**config.mk**
```make
export PLATFORM = sky130hd
export DESIGN_NAME = mem_port_arbiter
export DESIGN_NICKNAME = d
export VERILOG_FILES = /design/src/rtl/arb_pkg.sv /design/src/rtl/arb_lock_ctr.sv /design/src/rtl/mem_port_arbiter.sv
export SDC_FILE = /design/constraint.sdc
export NUM_CORES = 1
export LEC_CHECK = 0
export CORE_MARGIN = 2
export CORE_UTILIZATION = 34
export DETAILED_ROUTE_END_ITERATION = 12
export PLACE_DENSITY = 0.83
export SETUP_SLACK_MARGIN = 0.5
export SLEW_MARGIN = 40
export SYNTH_ARGS = -nofsm -noshare
export SYNTH_HDL_FRONTEND = slang
export SYNTH_SLANG_ARGS = --single-unit
```
**constraint.sdc**
```tcl
create_clock -name clk -period 2.7 [get_ports clk]
set_clock_uncertainty 0.15 [all_clocks]
set_input_delay 0.81 -clock clk [delete_from_list [all_inputs] [get_ports clk]]
set_output_delay 0.81 -clock clk [all_outputs]
set_load 0.05 [all_outputs]
```
**src/rtl/arb_pkg.sv**
```systemverilog
// -----------------------------------------------------------------------------
// arb_pkg
// Shared types and constants for the memory port arbiter.
//   - arb_state_e : access sequencer states (IDLE -> GNT -> RESP -> IDLE)
//   - arb_owner_e : which requester owns (or last owned) the memory port
//   - DEF_MAX_LOCK: default bound on consecutive locked loader grants
//   - STAT_W      : width of the optional statistics counters (ARB_STATS_EN)
// -----------------------------------------------------------------------------
package arb_pkg;

  typedef enum logic [1:0] {
    ST_IDLE = 2'b00,
    ST_GNT  = 2'b01,
    ST_RESP = 2'b10
  } arb_state_e;

  typedef enum logic {
    OWN_CPU = 1'b0,
    OWN_LDR = 1'b1
  } arb_owner_e;

  localparam int unsigned DEF_MAX_LOCK = 8;
  localparam int unsigned STAT_W       = 16;

endpackage

```
**src/rtl/arb_lock_ctr.sv**
```systemverilog
// -----------------------------------------------------------------------------
// arb_lock_ctr
// Saturating up-counter with synchronous clear. Bounds loader burst
// ownership in the arbiter, and doubles as a saturating event counter for
// the optional statistics outputs.
// Ports:
//   clk  : clock, rising edge
//   rst  : asynchronous active-low reset, clears the count
//   clr  : synchronous clear (has priority over inc)
//   inc  : increment request, ignored once saturated
//   cnt  : current count
//   sat  : 1 when cnt == MAX_LOCK
// -----------------------------------------------------------------------------
module arb_lock_ctr
  import arb_pkg::*;
#(
  parameter int unsigned MAX_LOCK = DEF_MAX_LOCK,
  parameter int unsigned W        = 8
) (
  input  logic         clk,
  input  logic         rst,
  input  logic         clr,
  input  logic         inc,
  output logic [W-1:0] cnt,
  output logic         sat
);

  localparam logic [W-1:0] MAX_V = W'(MAX_LOCK);

  logic [W-1:0] cnt_q, cnt_d;

  // NOTE: every variable assigned in always_comb gets a default first, so no
  // path leaves it unassigned and no latch is inferred.
  always_comb begin
    cnt_d = cnt_q;
    if (clr) begin
      cnt_d = '0;
    end else if (inc && (cnt_q != MAX_V)) begin
      cnt_d = cnt_q + 1'b1;
    end
  end

  // NOTE: flops use non-blocking assignments so every register samples the
  // pre-edge values of the others, independent of block ordering.
  always_ff @(posedge clk or negedge rst) begin
    if (!rst) begin
      cnt_q <= '0;
    end else begin
      cnt_q <= cnt_d;
    end
  end

  assign cnt = cnt_q;
  assign sat = (cnt_q == MAX_V);

endmodule

```
**src/rtl/mem_port_arbiter.sv**
```systemverilog
// -----------------------------------------------------------------------------
// mem_port_arbiter
// Shares one single-port memory between the CPU control path and the
// program loader/debug port. Each access runs IDLE -> GNT -> RESP; the
// memory is driven during GNT, the read data is captured at the end of GNT
// and returned with a one-cycle ack in RESP. Ties are resolved round-robin;
// the loader may hold a burst lock, bounded by MAX_LOCK grants while the CPU
// is waiting.
// Ports:
//   clk, rst                        : clock / async active-low reset
//   cpu_req/we/addr/wdata           : CPU request, held until cpu_ack
//   cpu_ack, cpu_rdata              : CPU completion pulse and read data
//   ldr_req/we/addr/wdata, ldr_lock : loader request and burst lock
//   ldr_ack, ldr_rdata              : loader completion pulse and read data
//   mem_we/addr/wdata, mem_rdata    : memory port (mem_rdata combinational)
//   busy                            : 1 while an access is in flight
// Optional build macro ARB_STATS_EN adds cpu_gnt_cnt, ldr_gnt_cnt and
// cpu_wait_cnt (16-bit saturating counters).
// -----------------------------------------------------------------------------
module mem_port_arbiter
  import arb_pkg::*;
#(
  parameter int unsigned MAX_LOCK = DEF_MAX_LOCK,
  parameter int unsigned AW       = 16,
  parameter int unsigned DW       = 16
) (
  input  logic              clk,
  input  logic              rst,
  input  logic              cpu_req,
  input  logic              cpu_we,
  input  logic [AW-1:0]     cpu_addr,
  input  logic [DW-1:0]     cpu_wdata,
  output logic              cpu_ack,
  output logic [DW-1:0]     cpu_rdata,
  input  logic              ldr_req,
  input  logic              ldr_we,
  input  logic [AW-1:0]     ldr_addr,
  input  logic [DW-1:0]     ldr_wdata,
  input  logic              ldr_lock,
  output logic              ldr_ack,
  output logic [DW-1:0]     ldr_rdata,
  output logic              mem_we,
  output logic [AW-1:0]     mem_addr,
  output logic [DW-1:0]     mem_wdata,
  input  logic [DW-1:0]     mem_rdata,
  output logic              busy
`ifdef ARB_STATS_EN
  ,
  output logic [STAT_W-1:0] cpu_gnt_cnt,
  output logic [STAT_W-1:0] ldr_gnt_cnt,
  output logic [STAT_W-1:0] cpu_wait_cnt
`endif
);

  arb_state_e    state_q, state_d;
  arb_owner_e    owner_q, owner_d;
  logic [DW-1:0] rdata_q, rdata_d;

  logic       gnt_cpu, gnt_ldr;
  logic       lock_active, lock_sat, lock_clr, lock_inc;
  logic [7:0] unused_lock_cnt;  // only saturation matters for arbitration

  // The lock only protects an ongoing loader burst, and only until the
  // loader has taken MAX_LOCK grants over a waiting CPU.
  assign lock_active = (owner_q == OWN_LDR) && ldr_lock && !lock_sat;

  always_comb begin
    gnt_cpu = 1'b0;
    gnt_ldr = 1'b0;
    if (state_q == ST_IDLE) begin
      if (lock_active) begin
        gnt_ldr = ldr_req;
      end else if (cpu_req && ldr_req) begin
        // Round-robin: the requester that did not own the port last wins.
        gnt_cpu = (owner_q == OWN_LDR);
        gnt_ldr = (owner_q == OWN_CPU);
      end else begin
        gnt_cpu = cpu_req;
        gnt_ldr = ldr_req;
      end
    end
  end

  // Loader grants only count against the lock while the CPU is waiting.
  assign lock_clr = gnt_cpu || ((state_q == ST_IDLE) && !ldr_lock);
  assign lock_inc = gnt_ldr && ldr_lock && cpu_req;

  arb_lock_ctr #(
    .MAX_LOCK (MAX_LOCK),
    .W        (8)
  ) u_lock_ctr (
    .clk (clk),
    .rst (rst),
    .clr (lock_clr),
    .inc (lock_inc),
    .cnt (unused_lock_cnt),
    .sat (lock_sat)
  );

  always_comb begin
    state_d = state_q;
    owner_d = owner_q;
    rdata_d = rdata_q;
    unique case (state_q)
      ST_IDLE: begin
        if (gnt_cpu || gnt_ldr) begin
          state_d = ST_GNT;
          owner_d = gnt_cpu ? OWN_CPU : OWN_LDR;
        end
      end
      ST_GNT: begin
        state_d = ST_RESP;
        // Captured even on writes: returns the pre-write contents.
        rdata_d = mem_rdata;
      end
      ST_RESP: state_d = ST_IDLE;
      default: state_d = ST_IDLE;
    endcase
  end

  // Owner resets to LDR so that the CPU wins the first tie.
  always_ff @(posedge clk or negedge rst) begin
    if (!rst) begin
      state_q <= ST_IDLE;
      owner_q <= OWN_LDR;
      rdata_q <= '0;
    end else begin
      state_q <= state_d;
      owner_q <= owner_d;
      rdata_q <= rdata_d;
    end
  end

  // Memory port is driven only in GNT, so an async reset during GNT drops
  // mem_we before the edge and the write never lands.
  always_comb begin
    mem_we    = 1'b0;
    mem_addr  = '0;
    mem_wdata = '0;
    if (state_q == ST_GNT) begin
      if (owner_q == OWN_CPU) begin
        mem_we    = cpu_we;
        mem_addr  = cpu_addr;
        mem_wdata = cpu_wdata;
      end else begin
        mem_we    = ldr_we;
        mem_addr  = ldr_addr;
        mem_wdata = ldr_wdata;
      end
    end
  end

  assign cpu_ack   = (state_q == ST_RESP) && (owner_q == OWN_CPU);
  assign ldr_ack   = (state_q == ST_RESP) && (owner_q == OWN_LDR);
  assign cpu_rdata = cpu_ack ? rdata_q : '0;
  assign ldr_rdata = ldr_ack ? rdata_q : '0;
  assign busy      = (state_q != ST_IDLE);

`ifdef ARB_STATS_EN
  logic cpu_wait_inc;
  logic unused_cpu_gnt_sat, unused_ldr_gnt_sat, unused_cpu_wait_sat;

  assign cpu_wait_inc = (state_q == ST_IDLE) && cpu_req && !gnt_cpu;

  arb_lock_ctr #(
    .MAX_LOCK ((1 << STAT_W) - 1),
    .W        (STAT_W)
  ) u_cpu_gnt_ctr (
    .clk (clk),
    .rst (rst),
    .clr (1'b0),
    .inc (gnt_cpu),
    .cnt (cpu_gnt_cnt),
    .sat (unused_cpu_gnt_sat)
  );

  arb_lock_ctr #(
    .MAX_LOCK ((1 << STAT_W) - 1),
    .W        (STAT_W)
  ) u_ldr_gnt_ctr (
    .clk (clk),
    .rst (rst),
    .clr (1'b0),
    .inc (gnt_ldr),
    .cnt (ldr_gnt_cnt),
    .sat (unused_ldr_gnt_sat)
  );

  arb_lock_ctr #(
    .MAX_LOCK ((1 << STAT_W) - 1),
    .W        (STAT_W)
  ) u_cpu_wait_ctr (
    .clk (clk),
    .rst (rst),
    .clr (1'b0),
    .inc (cpu_wait_inc),
    .cnt (cpu_wait_cnt),
    .sat (unused_cpu_wait_sat)
  );
`endif

endmodule

```
* Yosys cells after proc, flatten, opt, wreduce, memory -nomap -nowiden *
Cells that the tools add are included.

storage, ports and cells
  flip-flop bits (word level) = 27
  input port bits = 87
  output and inout port bits = 68
  word-level logic and storage cells = 47

cells by class
  add/subtract/negate cells = 1
  equality and inequality tests = 5
  muxes and demuxes = 19
  bitwise operators = 1
  reduce and logical (&&, ||, !) cells = 17

operators with widths
  kind                                                                     count
  16-bit two-way mux                                                       6
  8-bit two-way mux                                                        2
  1-bit logical AND                                                        9
  1-bit two-way mux                                                        9
  8-bit by 1-bit adder with 8-bit output, second input constant            1
  8-bit by 4-bit == test with 1-bit output, second input constant          1
  8-bit by 4-bit inequality test with 1-bit output, second input constant  1
  2-bit one-hot mux with 2 select lines                                    1
  2-bit nonzero test                                                       2
  2-bit by 1-bit == test with 1-bit output, second input constant          1
  2-bit == test, second input constant                                     1
  1-bit zero test                                                          2
  2-bit zero test                                                          1
  1-bit logical OR                                                         2
  2-bit two-way mux                                                        1
  2-bit by 1-bit inequality test with 1-bit output, second input constant  1
  2-bit AND reduction                                                      1
  1-bit inverter                                                           1

* Logic depth before layout (Yosys ltp) *
Gate-level depths: netlist of the first run.

  word-level depth = 10
  gate-level depth with buffers = 7
  mapped depth without buffers = 6

* Modules after synthesis *
Synthesis of the first run repeated with hierarchy kept, for this count alone.

unflattened totals
  cells, all modules = 213
  area total of the unflattened synthesis = 2013.2 um2

by module, submodules not included
  module            times used  cells an instance  area an instance (um2)  seq. area each (um2)
  mem_port_arbiter  1           165                1554.0                  476.7
  arb_lock_ctr      1           48                 459.2                   200.2

* Worst setup path before layout of the first run *
OpenSTA, ideal clock, no wires.

  path kind = register -> output
  start point = register owner_q
  end point = output cpu_rdata[10]
  data arrival time = 2.120 ns
  data required time = 1.740 ns
  path slack = -0.380 ns
  cell stages (with the launch flop) = 5
  buffers on the path = 2
  cell sequence = dfstp_2 -> clkbuf_1 -> nor3b_1 -> clkbuf_1 -> and2_1

on the way
  word-level cells in the longest chain between the ends = 3

ends and longest elaborated chain
  item                    line                     text
  from (decl)             mem_port_arbiter.sv:56   arb_owner_e owner_q, owner_d;
  from (signal assigned)  mem_port_arbiter.sv:129  owner_q <= owner_d;
  1-bit inverter          mem_port_arbiter.sv:153  assign cpu_ack = (state_q == ST_RESP) && (owner_q == OWN_CPU);
  1-bit logical AND       mem_port_arbiter.sv:153
  via cpu_ack             mem_port_arbiter.sv:33   output logic cpu_ack,
  16-bit two-way mux      mem_port_arbiter.sv:155  assign cpu_rdata = cpu_ack ? rdata_q : '0;
  to (decl)               mem_port_arbiter.sv:34   output logic [DW-1:0] cpu_rdata,

The timed path passes the listed nets, and every way through them passes these cells.

* Worst setup path after layout of the first run *
  start point = register owner_q
  end point = output ldr_rdata[1]

on the way
  word-level cells in the longest chain between the ends = 2

ends and longest elaborated chain
  item                line                     text
  1-bit logical AND   mem_port_arbiter.sv:154  assign ldr_ack = (state_q == ST_RESP) && (owner_q == OWN_LDR);
  16-bit two-way mux  mem_port_arbiter.sv:156  assign ldr_rdata = ldr_ack ? rdata_q : '0;
  to (decl)           mem_port_arbiter.sv:41   output logic [DW-1:0] ldr_rdata,

No other way between the ends.

==> results.yml, run 1 <==
critical_path:
  worst_ep_arrival_time_ns: 1.80
  cp-start-kind: "register"
  cp_cell_sequence: "buf_6 -> and3b_2 -> buf_6 -> and2_2 -> buf_12"
  reg2reg_slack_ns: 0.27
  critPathBufInv: 3
  reg2reg_depth: 4
  rr_endpoint: "u_lock_ctr.cnt[0]$_DFFE_PN0P_"
  cpPeakStageDelay_ns: 0.60
  worstPathRequired_ns: 1.74
  r2r-start: "u_lock_ctr.cnt[4]$_DFFE_PN0P_"
  crit_top_cell: "buf_6"
  critPathSlowestCell: "dfstp_2"
  worstSetupPathDepth: 5
  critPathTopFamily: "flip-flops"
  cp_max_fo: 9
  worstSetupEndpointType: "primary output"
  critPathKind: "register to primary output"
global_route:
  grt_max_degree: 28
  grt_pass1_wl_mm: 15.7
  track_usage: 0.330
  antenna_found_initial: 3
  overflow: 0
  grt_pass1_vias: 2701
placement:
  port_buffers: 154
  gp_congestion: 0.824
  hpwl_mm: 6.01
  placed_cells: 439
route:
  wirelength_mm: 14.1
  drcViolationCount: 0
  vias: 2746
  wl_per_cell_um: 30.6
  dr.pass1.iters: 4
  routed.top_layer: "met4"
  antenna_left: 0
  wl_met3_mm: 1.05
  wl_met2_mm: 7.45
  wl_met1_mm: 4.28
  viasPerCell: 5.96
  drt_iter0_drc: 172
sta:
  max_freq_ghz: 0.362
  fin_crit_sh: 1.02
  fin_crit_ns: 2.76
  hold_ws_ns: 0.434
  layout_setup_ws_ns: -0.0631
  rsz0062_at_grt: "true"
  hold_viol: 0
  tightest_slew_ns: 0.652
  maxSlewViolCount: 0
  finalSetupViolCount: 15
  slew-limit-headroom: 0.561
pwr:
  p_total_mw: 6.06
  power_density_nw_per_um2: 1150
  power.leakage_nw: 2.16
  irDropWorstVdd_mv: 0.839
finish:
  final_common_cell: "buf_12"
  synthToLayoutAreaGrowth_pct: 169
  final_cells: 461
  drive_above_1_share: 0.578
  fillers: 117
  nets: 476
  final_cell_mix: "buf_12 (67), dlygate4sd2_1 (59), nor2_4 (32), mux2i_4 (32), dfrtp_1 (24)"
  multiInputGateArea_sq_um: 1950
  register_area_sq_um: 679
cts:
  clock_latency_ns: 0.29
  cts_buffer_depth: 2
  hold_buffers: 0
  cts_tree: "done"
  root_buffer: "clkbuf_8"
  cts.htree.levels: 1
  cts_buffers: 3
  clk_pin_slew_ns: 0.10
  cts_sinks: 27
yosys:
  ys_warn_count: 0
  synthCells: 215
  synthFlopType: "dfrtp_1"
  async_flop_share: 1.00
  synth_fp_nets: 304
  synth_seq_cells: 27
  synth_edf_count: 0
  yosysSeqAreaShare: 0.346
  synth_area_per_cell_sq_um: 9.09
  syn_area_sq_um: 1950
  ys_types: 40
die:
  core-area_sq_um: 5540
  die_y_um: 79.8
  pin_count: 155
  die_w_um: 79.8
  dieArea_sq_um: 6370
  initial_core_util: 0.353
  row_count: 27
job:
  max_cap_viol_count: 0
hold_path:
  hp-start: "rdata_q[6]$_DFFE_PN0N_"
  whs_path_depth: 1
  worstHoldPathType: "register to register"
  holdPathEnd: "rdata_q[6]$_DFFE_PN0N_"
run_status:
  violations: "setup timing"
  status: "finished, violations left"
## Yosys cell counts, types with 2 or more instances
master | number | area, sq um
a21oi_1 | 3 | 15.0
and2_1 | 32 | 200
buf_2 | 3 | 15.0
clkbuf_1 | 8 | 30.0
dfrtp_1 | 26 | 651
ha_1 | 2 | 25.0
inv_1 | 4 | 15.0
mux2_2 | 16 | 180
mux2i_1 | 33 | 330
nand2_1 | 9 | 33.8
nand2b_1 | 2 | 12.5
nand3_1 | 3 | 15.0
nand4_1 | 2 | 12.5
nor2_1 | 36 | 135
nor2b_1 | 2 | 12.5
o211ai_1 | 2 | 15.0
o21a_1 | 2 | 15.0
o21ai_0 | 7 | 35.0
xnor2_1 | 2 | 17.5
## timing repair
item	in CTS	in global routing
hold endpoints to repair	0	0
cloned	3	1
pin swaps	32	10
setup endpoints to repair	70	76
setup buffers	10	1
gates resized for setup	132	33
## per-stage QoR
| stage | TNS (ns) | utilization | worst slack (ns) | area (sq um) |
|---|---|---|---|---|
| finish | -0.365 | 0.949 | -0.0631 | 5260 |
| global route | -1.27 | 0.949 | -0.0897 | 5260 |
| CTS | 0 | 0.919 | 0.0854 | 5090 |
| detailed placement | 0 | 0.822 | 0.000178 | 4560 |
| global placement | 0 | 0.822 | 0.0463 | 4560 |
| floorplan | 0 | - | 0.448 | 2330 |
## power by group
group | internal, mW | total [mW] | switching [mW]
registers | 0.573 | 0.794 | 0.221
clock network | 0.104 | 0.248 | 0.144
logic | 2.41 | 5.02 | 2.61
## per-layer routing
layer	track usage	vias to the layer above
li1	-	1084
met1	0.355	1329
met2	0.648	234
met3	0.0554	99
met4	0.102	0
met5	0	-
## how the worst max path moves through the flow
stage | start | to
finish | owner_q$_DFFE_PN1P_ | ldr_rdata[1]
global route | owner_q$_DFFE_PN1P_ | ldr_rdata[1]
CTS | ldr_addr[3] | mem_addr[3]
detailed placement | cpu_addr[9] | mem_addr[9]
global placement | ldr_addr[0] | mem_addr[0]
floorplan | ldr_addr[15] | mem_addr[15]
## worst reg2reg max path, cell delays in order, from the launching register on
cell and delay, ns:
dfrtp_1 0.50, nor4_2 0.66, a21oi_1 0.32, o311ai_0 0.47, o21ai_0 0.19
## final cells by class
class | count | area share
clock inverters | 1 | 0.000951
clock buffers | 3 | 0.00785
multi-input cells | 170 | 0.370
flip-flops and latches | 27 | 0.129
repair buffers | 180 | 0.470
inverters | 5 | 0.00357
well taps | 72 | 0.0171
diodes | 3 | 0.00143
## kinds of logic after synthesis
group	share of synthesized area
compound gates	0.0672
flops	0.346
buf+inv	0.0403
fa+ha+maj	0.0128
mux	0.261
xor+xnor	0.00896
simple gates	0.263
## sequential cells by signal (all words and copies together) (netlist names)
register and count:
owner_q 1, state_q 2, u_lock_ctr.cnt 8, rdata_q 16
Note: power is estimated with default switching activity, not from simulation.
==> run 2, diff against run 1 <==
TNS_END_PERCENT = 100   (was unset)
==> results of run 2 <==
No change in the layout: final DEF, timing and power equal those of run 1.
==> run 3, diff against run 2 <==
CTS_CLUSTER_SIZE = 25   (was unset)
SKIP_LAST_GASP = 1   (was unset)
==> results of run 3 <==
No change in the layout: final DEF, timing and power equal those of run 1.
